File: src/rtl/ilkn_metaframe_tx.sv
// ilkn_metaframe_tx
//   Interlaken lane framer. Builds metaframes of META_FRAME_LEN words:
//   sync, scrambler state, skip, payload/idle slots, then a diagnostic word.
//   Output words are paced by a fractional accumulator (PACE_NUM/PACE_DEN)
//   that models the gearbox consuming fewer words than there are clocks.
//
//   Optional feature macro: ILKN_DIAG_CRC32_EN
//     defined   -> CRC-32C (0x1EDC6F41, MSB first, init all-ones) over every
//                  emitted 64-bit word of the metaframe, starting with the sync
//                  word. The diagnostic word is folded in with its CRC field
//                  zeroed, and the inverted result is placed in that field.
//     undefined -> CRC field is zero, no CRC logic.
//
// Ports
//   USER_CLK        clock, rising edge
//   SYSTEM_RESET    synchronous active-high reset
//   DATA_IN         user payload word
//   DATA_TO_SEND    DATA_IN is valid
//   DATA_IN_READY   combinational: this cycle is a payload slot
//                   (word transfers when DATA_TO_SEND && DATA_IN_READY)
//   SCRAM_STATE_IN  scrambler state, sampled in the scrambler-state slot
//   LANE_STATUS     sampled in the diagnostic slot
//   LINK_STATUS     sampled in the diagnostic slot
//   DATA_OUT        registered 64-bit word
//   HEADER_OUT      registered header (01 data, 10 control)
//   DATA_VALID      registered, a new word is on DATA_OUT this cycle
//   FRAME_START     registered, DATA_OUT is the sync word

module ilkn_metaframe_tx #(
    parameter int META_FRAME_LEN = 16,
    parameter int PACE_NUM       = 64,
    parameter int PACE_DEN       = 67
) (
    input  logic        USER_CLK,
    input  logic        SYSTEM_RESET,
    input  logic [63:0] DATA_IN,
    input  logic        DATA_TO_SEND,
    output logic        DATA_IN_READY,
    input  logic [57:0] SCRAM_STATE_IN,
    input  logic        LANE_STATUS,
    input  logic        LINK_STATUS,
    output logic [63:0] DATA_OUT,
    output logic [1:0]  HEADER_OUT,
    output logic        DATA_VALID,
    output logic        FRAME_START
);

    // One extra bit so acc + PACE_NUM (< 2*PACE_DEN) never overflows.
    localparam int AW = $clog2(PACE_DEN) + 1;
    localparam int PW = $clog2(META_FRAME_LEN);

    localparam logic [AW-1:0] ACC_NUM  = AW'(PACE_NUM);
    localparam logic [AW-1:0] ACC_DEN  = AW'(PACE_DEN);
    localparam logic [AW-1:0] ACC_RST  = AW'(PACE_DEN - PACE_NUM);

    localparam logic [PW-1:0] POS_LAST   = PW'(META_FRAME_LEN - 1);
    localparam logic [PW-1:0] POS_PAY_HI = PW'(META_FRAME_LEN - 2);
    localparam logic [PW-1:0] POS_PAY_LO = PW'(3);

    localparam logic [63:0] SYNC_WORD = 64'h78F678F678F678F6;
    localparam logic [63:0] SKIP_WORD = 64'h1E1E1E1E1E1E1E1E;
    localparam logic [63:0] IDLE_WORD = 64'hAAAAAAAAAAAAAAAA;

    logic [AW-1:0] r_acc;
    logic [PW-1:0] r_pos;
    logic [63:0]   r_data;
    logic [1:0]    r_hdr;
    logic          r_valid;
    logic          r_fs;

    logic [AW-1:0] w_acc_sum;
    logic [AW-1:0] w_acc_next;
    logic          w_slot;
    logic          w_pay_pos;
    logic          w_diag_pos;
    logic [63:0]   w_word_raw;   // word with the CRC field still zero
    logic [63:0]   w_word;
    logic [1:0]    w_hdr;
    logic [31:0]   w_crc_field;

    // Reset cycles are never slots, so the first cycle out of reset sees
    // acc + NUM == DEN and is guaranteed to emit the sync word.
    assign w_acc_sum  = r_acc + ACC_NUM;
    assign w_slot     = !SYSTEM_RESET && (w_acc_sum >= ACC_DEN);
    assign w_acc_next = w_slot ? (w_acc_sum - ACC_DEN) : w_acc_sum;

    assign w_pay_pos     = (r_pos >= POS_PAY_LO) && (r_pos <= POS_PAY_HI);
    assign w_diag_pos    = (r_pos == POS_LAST);
    assign DATA_IN_READY = w_slot && w_pay_pos;

    always_comb begin
        w_word_raw = IDLE_WORD;
        w_hdr      = 2'b10;
        if (r_pos == PW'(0)) begin
            w_word_raw = SYNC_WORD;
        end else if (r_pos == PW'(1)) begin
            w_word_raw = {6'b001010, SCRAM_STATE_IN};
        end else if (r_pos == PW'(2)) begin
            w_word_raw = SKIP_WORD;
        end else if (w_diag_pos) begin
            w_word_raw = {6'b011001, 24'h0, LANE_STATUS, LINK_STATUS, 32'h0};
        end else if (DATA_TO_SEND) begin
            w_word_raw = DATA_IN;
            w_hdr      = 2'b01;
        end
    end

`ifdef ILKN_DIAG_CRC32_EN
    localparam logic [31:0] CRC_INIT = 32'hFFFFFFFF;
    localparam logic [31:0] CRC_POLY = 32'h1EDC6F41;

    function automatic logic [31:0] crc32c_step(input logic [31:0] c,
                                                input logic [63:0] d);
        logic [31:0] r;
        logic        fb;
        r = c;
        for (int i = 63; i >= 0; i--) begin
            fb = r[31] ^ d[i];
            r  = {r[30:0], 1'b0};
            if (fb) r = r ^ CRC_POLY;
        end
        return r;
    endfunction

    logic [31:0] r_crc;
    logic [31:0] w_crc_seed;
    logic [31:0] w_crc_upd;

    // The sync slot reseeds from init, so a metaframe abandoned by reset or a
    // stale register never leaks into the next one.
    assign w_crc_seed  = (r_pos == PW'(0)) ? CRC_INIT : r_crc;
    assign w_crc_upd   = crc32c_step(w_crc_seed, w_word_raw);
    assign w_crc_field = ~w_crc_upd;

    always_ff @(posedge USER_CLK) begin
        if (SYSTEM_RESET) begin
            r_crc <= CRC_INIT;
        end else if (w_slot) begin
            r_crc <= w_crc_upd;
        end
    end
`else
    assign w_crc_field = 32'h0;
`endif

    assign w_word = w_diag_pos ? (w_word_raw | {32'h0, w_crc_field}) : w_word_raw;

    always_ff @(posedge USER_CLK) begin
        if (SYSTEM_RESET) begin
            r_acc   <= ACC_RST;
            r_pos   <= '0;
            r_data  <= '0;
            r_hdr   <= 2'b00;
            r_valid <= 1'b0;
            r_fs    <= 1'b0;
        end else begin
            r_acc   <= w_acc_next;
            r_valid <= w_slot;
            r_fs    <= w_slot && (r_pos == PW'(0));
            if (w_slot) begin
                r_data <= w_word;
                r_hdr  <= w_hdr;
                r_pos  <= w_diag_pos ? '0 : r_pos + PW'(1);
            end
        end
    end

    assign DATA_OUT    = r_data;
    assign HEADER_OUT  = r_hdr;
    assign DATA_VALID  = r_valid;
    assign FRAME_START = r_fs;

endmodule

File: config.mk
export PLATFORM = sky130hd
export DESIGN_NAME = ilkn_metaframe_tx
export DESIGN_NICKNAME = d
export VERILOG_FILES = /design/src/rtl/ilkn_metaframe_tx.sv
export SDC_FILE = /design/constraint.sdc
export NUM_CORES = 1
export LEC_CHECK = 0
export CAP_MARGIN = 15
export CORE_MARGIN = 2
export CORE_UTILIZATION = 44
export CTS_BUF_LIST = sky130_fd_sc_hd__clkbuf_8
export CTS_CLUSTER_DIAMETER = 80
export DETAILED_ROUTE_END_ITERATION = 16
export PLACE_DENSITY = 0.95
export SYNTH_ARGS = -nofsm -noshare
export SYNTH_HDL_FRONTEND = slang
export SYNTH_SLANG_ARGS = --single-unit
File: constraint.sdc
create_clock -name USER_CLK -period 4.2 [get_ports USER_CLK]
set_clock_uncertainty 0.15 [all_clocks]
set_input_delay 0.63 -clock USER_CLK [delete_from_list [all_inputs] [get_ports USER_CLK]]
set_output_delay 0.63 -clock USER_CLK [all_outputs]
set_load 0.05 [all_outputs]
==> impl_metrics.py <==
metrics = {
    "status": {
        "outcome": "completed",
    },
    "synthesis": {
        "seq_area_frac_synth_pct": 42.09,
        "synth.top_cell.area_share_pct": 42.09,
        "syn_inst": 447,
        "synth_area_um2": 3805,
        "synthDistinctLibCells": 53,
        "ys_ff_latch": 80,
        "synth_most_common_cell": "dfxtp_1",
        "yosysWarnings": 0,
        "synth-edff-count": 0,
        "synth-main-ff-cell": "dfxtp_1",
        "synth_largest_area_cell": "dfxtp_1",
        "synth_area_leaders": "dfxtp_1 (42%), nand2_1 (5.3%), o22ai_1 (4.9%), o21ai_0 (4.3%), nand2b_1 (3.6%)",
        "syn_avg_cell_area_um2": 8.512,
        "syn_nets": 580,
        "async_reset_ff_share_pct": 0,
        "ys_top_cells_by_count": "dfxtp_1 (80), nand2_1 (54), o21ai_0 (33)",
    },
    "timing": {
        "final_hold_viol_count": 0,
        "setup_tns_ps": 0,
        "rsz0062_at_grt": "no",
        "max_freq_mhz": 274.4,
        "worst_pin_slew_ps": 1071,
        "slew_violations": 0,
        "period_minus_slack_ps": 3645,
        "relSlewSlack_pct": 28.59,
        "finalSetupViolations": 0,
        "finalCritPeriodShare_pct": 86.78,
    },
    "cells_and_area": {
        "fillers": 619,
        "final_nets": 752,
        "fin_area_um2": 5998,
        "antenna_cells": 0,
        "multi_input_area_um2": 2004,
        "layout.area.seq_um2": 1602,
        "drive_gt1_share_pct": 4.976,
        "syn_to_final_growth_pct": 57.65,
    },
    "pwr": {
        "power.leakage_nw": 2.253,
        "finalPower_w": 0.005126,
        "ir_worst_vdd_uv": 536.8,
        "pwr-share-comb_pct": 62.0,
        "p_per_area_nw_per_um2": 854.6,
        "seqPwrFrac_pct": 25.0,
        "switching_share_pct": 49.57,
        "p_int_w": 0.002585,
        "p_clk_share_pct": 13.0,
        "p_switching_w": 0.002541,
    },
    "critical_path": {
        "rrSetupSlack_ps": 1230,
        "r2r_start": "r_acc[6]",
        "critPathRequiredTime_ps": 3420,
        "cp_data_arrival_time_ps": 2860,
        "startpoint": "r_acc[6]",
        "rr_worst_depth": 7,
        "cp-endpoint": "DATA_IN_READY",
        "crit_path_end_kind": "output port",
        "cp_max_fo": 31,
        "critPathLaunchType": "flip-flop",
        "reg2reg_to": "DATA_OUT[24]",
        "critPathKind": "reg -> out",
    },
    "placed_design": {
        "dpl.hpwl_mm": 9.538,
        "dpl_cell_area_um2": 5763,
        "numPortBuffers": 195,
        "gp_congestion": 0.8497,
    },
    "grt": {
        "grt_pass1_wl_mm": 20.71,
        "globalRouteTotalUtil_pct": 27.06,
        "grt_max_degree": 32,
        "grt-ovfl-total": 0,
        "antenna_found_initial": 0,
        "grt_pass1_vias": 4187,
    },
    "floorplan": {
        "start_util_pct": 45.85,
        "core_area_um2": 8299,
        "pin_count": 196,
        "row_count": 33,
        "die_area_um2": 9407,
        "die_h_um": 96.99,
        "die_w_um": 96.99,
    },
    "clocking": {
        "cts_num_sinks": 80,
        "post-cts-setup-buffers": 0,
        "cts_made_buffers": 9,
        "path_clk_slew_ps": 70,
        "insertion_delay_ps": 340,
        "ctsResizeCount": 0,
        "ctsHoldBuffers": 0,
        "clockBufferDepth": 2,
        "cts_root_buf": "clkbuf_8",
        "cts_tree": "built",
        "ctsHtreeMaxLevel": 3,
    },
    "detailed_routing": {
        "routed_via_density": 5.646,
        "wl_per_cell_um": 17.71,
        "route.detailed.drc": 0,
        "drt-total-wl_mm": 12.89,
        "ant_nets": 0,
        "firstDrtPassIters": 5,
        "initialDrtViolationCount": 213,
        "num_vias": 4110,
    },
    "min_path": {
        "worstHoldPathType": "reg -> reg",
    },
    "job": {
        "maxCapViolations": 0,
    },
}
[cell type report]
| cell class | count | area share, % |
|---|---|---|
| Clock buffer | 10 | 2.295 |
| Inverter | 7 | 0.4380 |
| Sequential cell | 80 | 26.70 |
| Clock inverter | 5 | 1.627 |
| Multi-Input combinational cell | 321 | 33.42 |
| Tap cell | 105 | 2.190 |
| Timing Repair Buffer | 200 | 33.33 |
[power groups by stage]
| stage | clock network [W] | registers, W | logic [W] |
|---|---|---|---|
| 6_report | 0.000667 | 0.00128 | 0.00318 |
| 3_5_place_dp | 0 | 0.00129 | 0.00315 |
| 2_1_floorplan | 0 | 0.00223 | 0.00124 |
| 4_1_cts | 0.000676 | 0.00128 | 0.00317 |
| 5_1_grt | 0.000709 | 0.00132 | 0.00338 |
| 3_3_place_gp | 0 | 0.00127 | 0.00308 |
[per-layer routing]
layer  track usage [%]  vias to the layer above  share of wire, %
li1                  -                     1965                 -
met1             32.34                     1906                41
met2             46.69                      209                49
met3             6.214                       30               7.3
met4             11.16                        0               2.9
met5                 0                        -                 0
[stage by stage]
stage	setup WS, ps	instances	hold WS (ps)	util [%]
2_1_floorplan	1658	447	307.0	-
3_5_place_dp	825.1	713	284.7	69.44
4_1_cts	540.2	728	304.5	72.28
3_3_place_gp	906.6	713	283.4	69.44
6_report	555.4	728	304.6	72.28
5_1_grt	390.9	728	326.6	72.28
[worst min path at each step]
stage | start | endpoint | slack (ps) | cells after the start
global route | DATA_OUT[31] | DATA_OUT[31] | 330 | 2
floorplan | r_acc[4] | r_acc[4] | 310 | 2
CTS | DATA_OUT[36] | DATA_OUT[36] | 300 | 2
global placement | DATA_OUT[58] | DATA_OUT[58] | 280 | 2
detailed placement | DATA_OUT[58] | DATA_OUT[58] | 280 | 2
finish | DATA_OUT[58] | DATA_OUT[58] | 300 | 2
[flip-flops by register name, indices dropped and copies added (netlist names)]
signal / count
DATA_OUT: 64
HEADER_OUT: 2
DATA_VALID: 1
FRAME_START: 1
r_pos: 4
r_acc: 8
[cells in the final DEF (no fill, tap or decap), types with 4 or more instances in the layout]
master	n
clkdlybuf4s50_1	194
dfxtp_1	80
nand2_1	54
o21ai_0	33
nor2_1	30
o22ai_1	30
nand2b_1	22
o21a_1	16
a221oi_1	13
a21oi_1	10
o21ai_1	10
and2_1	10
clkbuf_8	10
a311oi_1	9
inv_1	8
and3_1	8
a221o_1	8
a211oi_1	7
ha_1	6
buf_4	5
nor3_1	4
a22oi_1	4
o211ai_1	4
[cells by family after synthesis]
logic type | after synthesis | synth area share [%]
flops | 80 | 42.09
buf+inv | 46 | 5.524
compound gates | 158 | 28.94
xor+xnor | 6 | 1.381
fa+ha+maj | 6 | 1.973
mux | 2 | 0.5262
simple gates | 149 | 19.57
[worst max-delay path, cell delays in order, from the launching register on]
cell	delay, ps
dfxtp_1	340
inv_1	70
ha_1	430
or3_4	420
o21ai_4	620
inv_2	250
o311a_1	230
buf_12	160
Note: power is estimated with default switching activity, not from simulation.
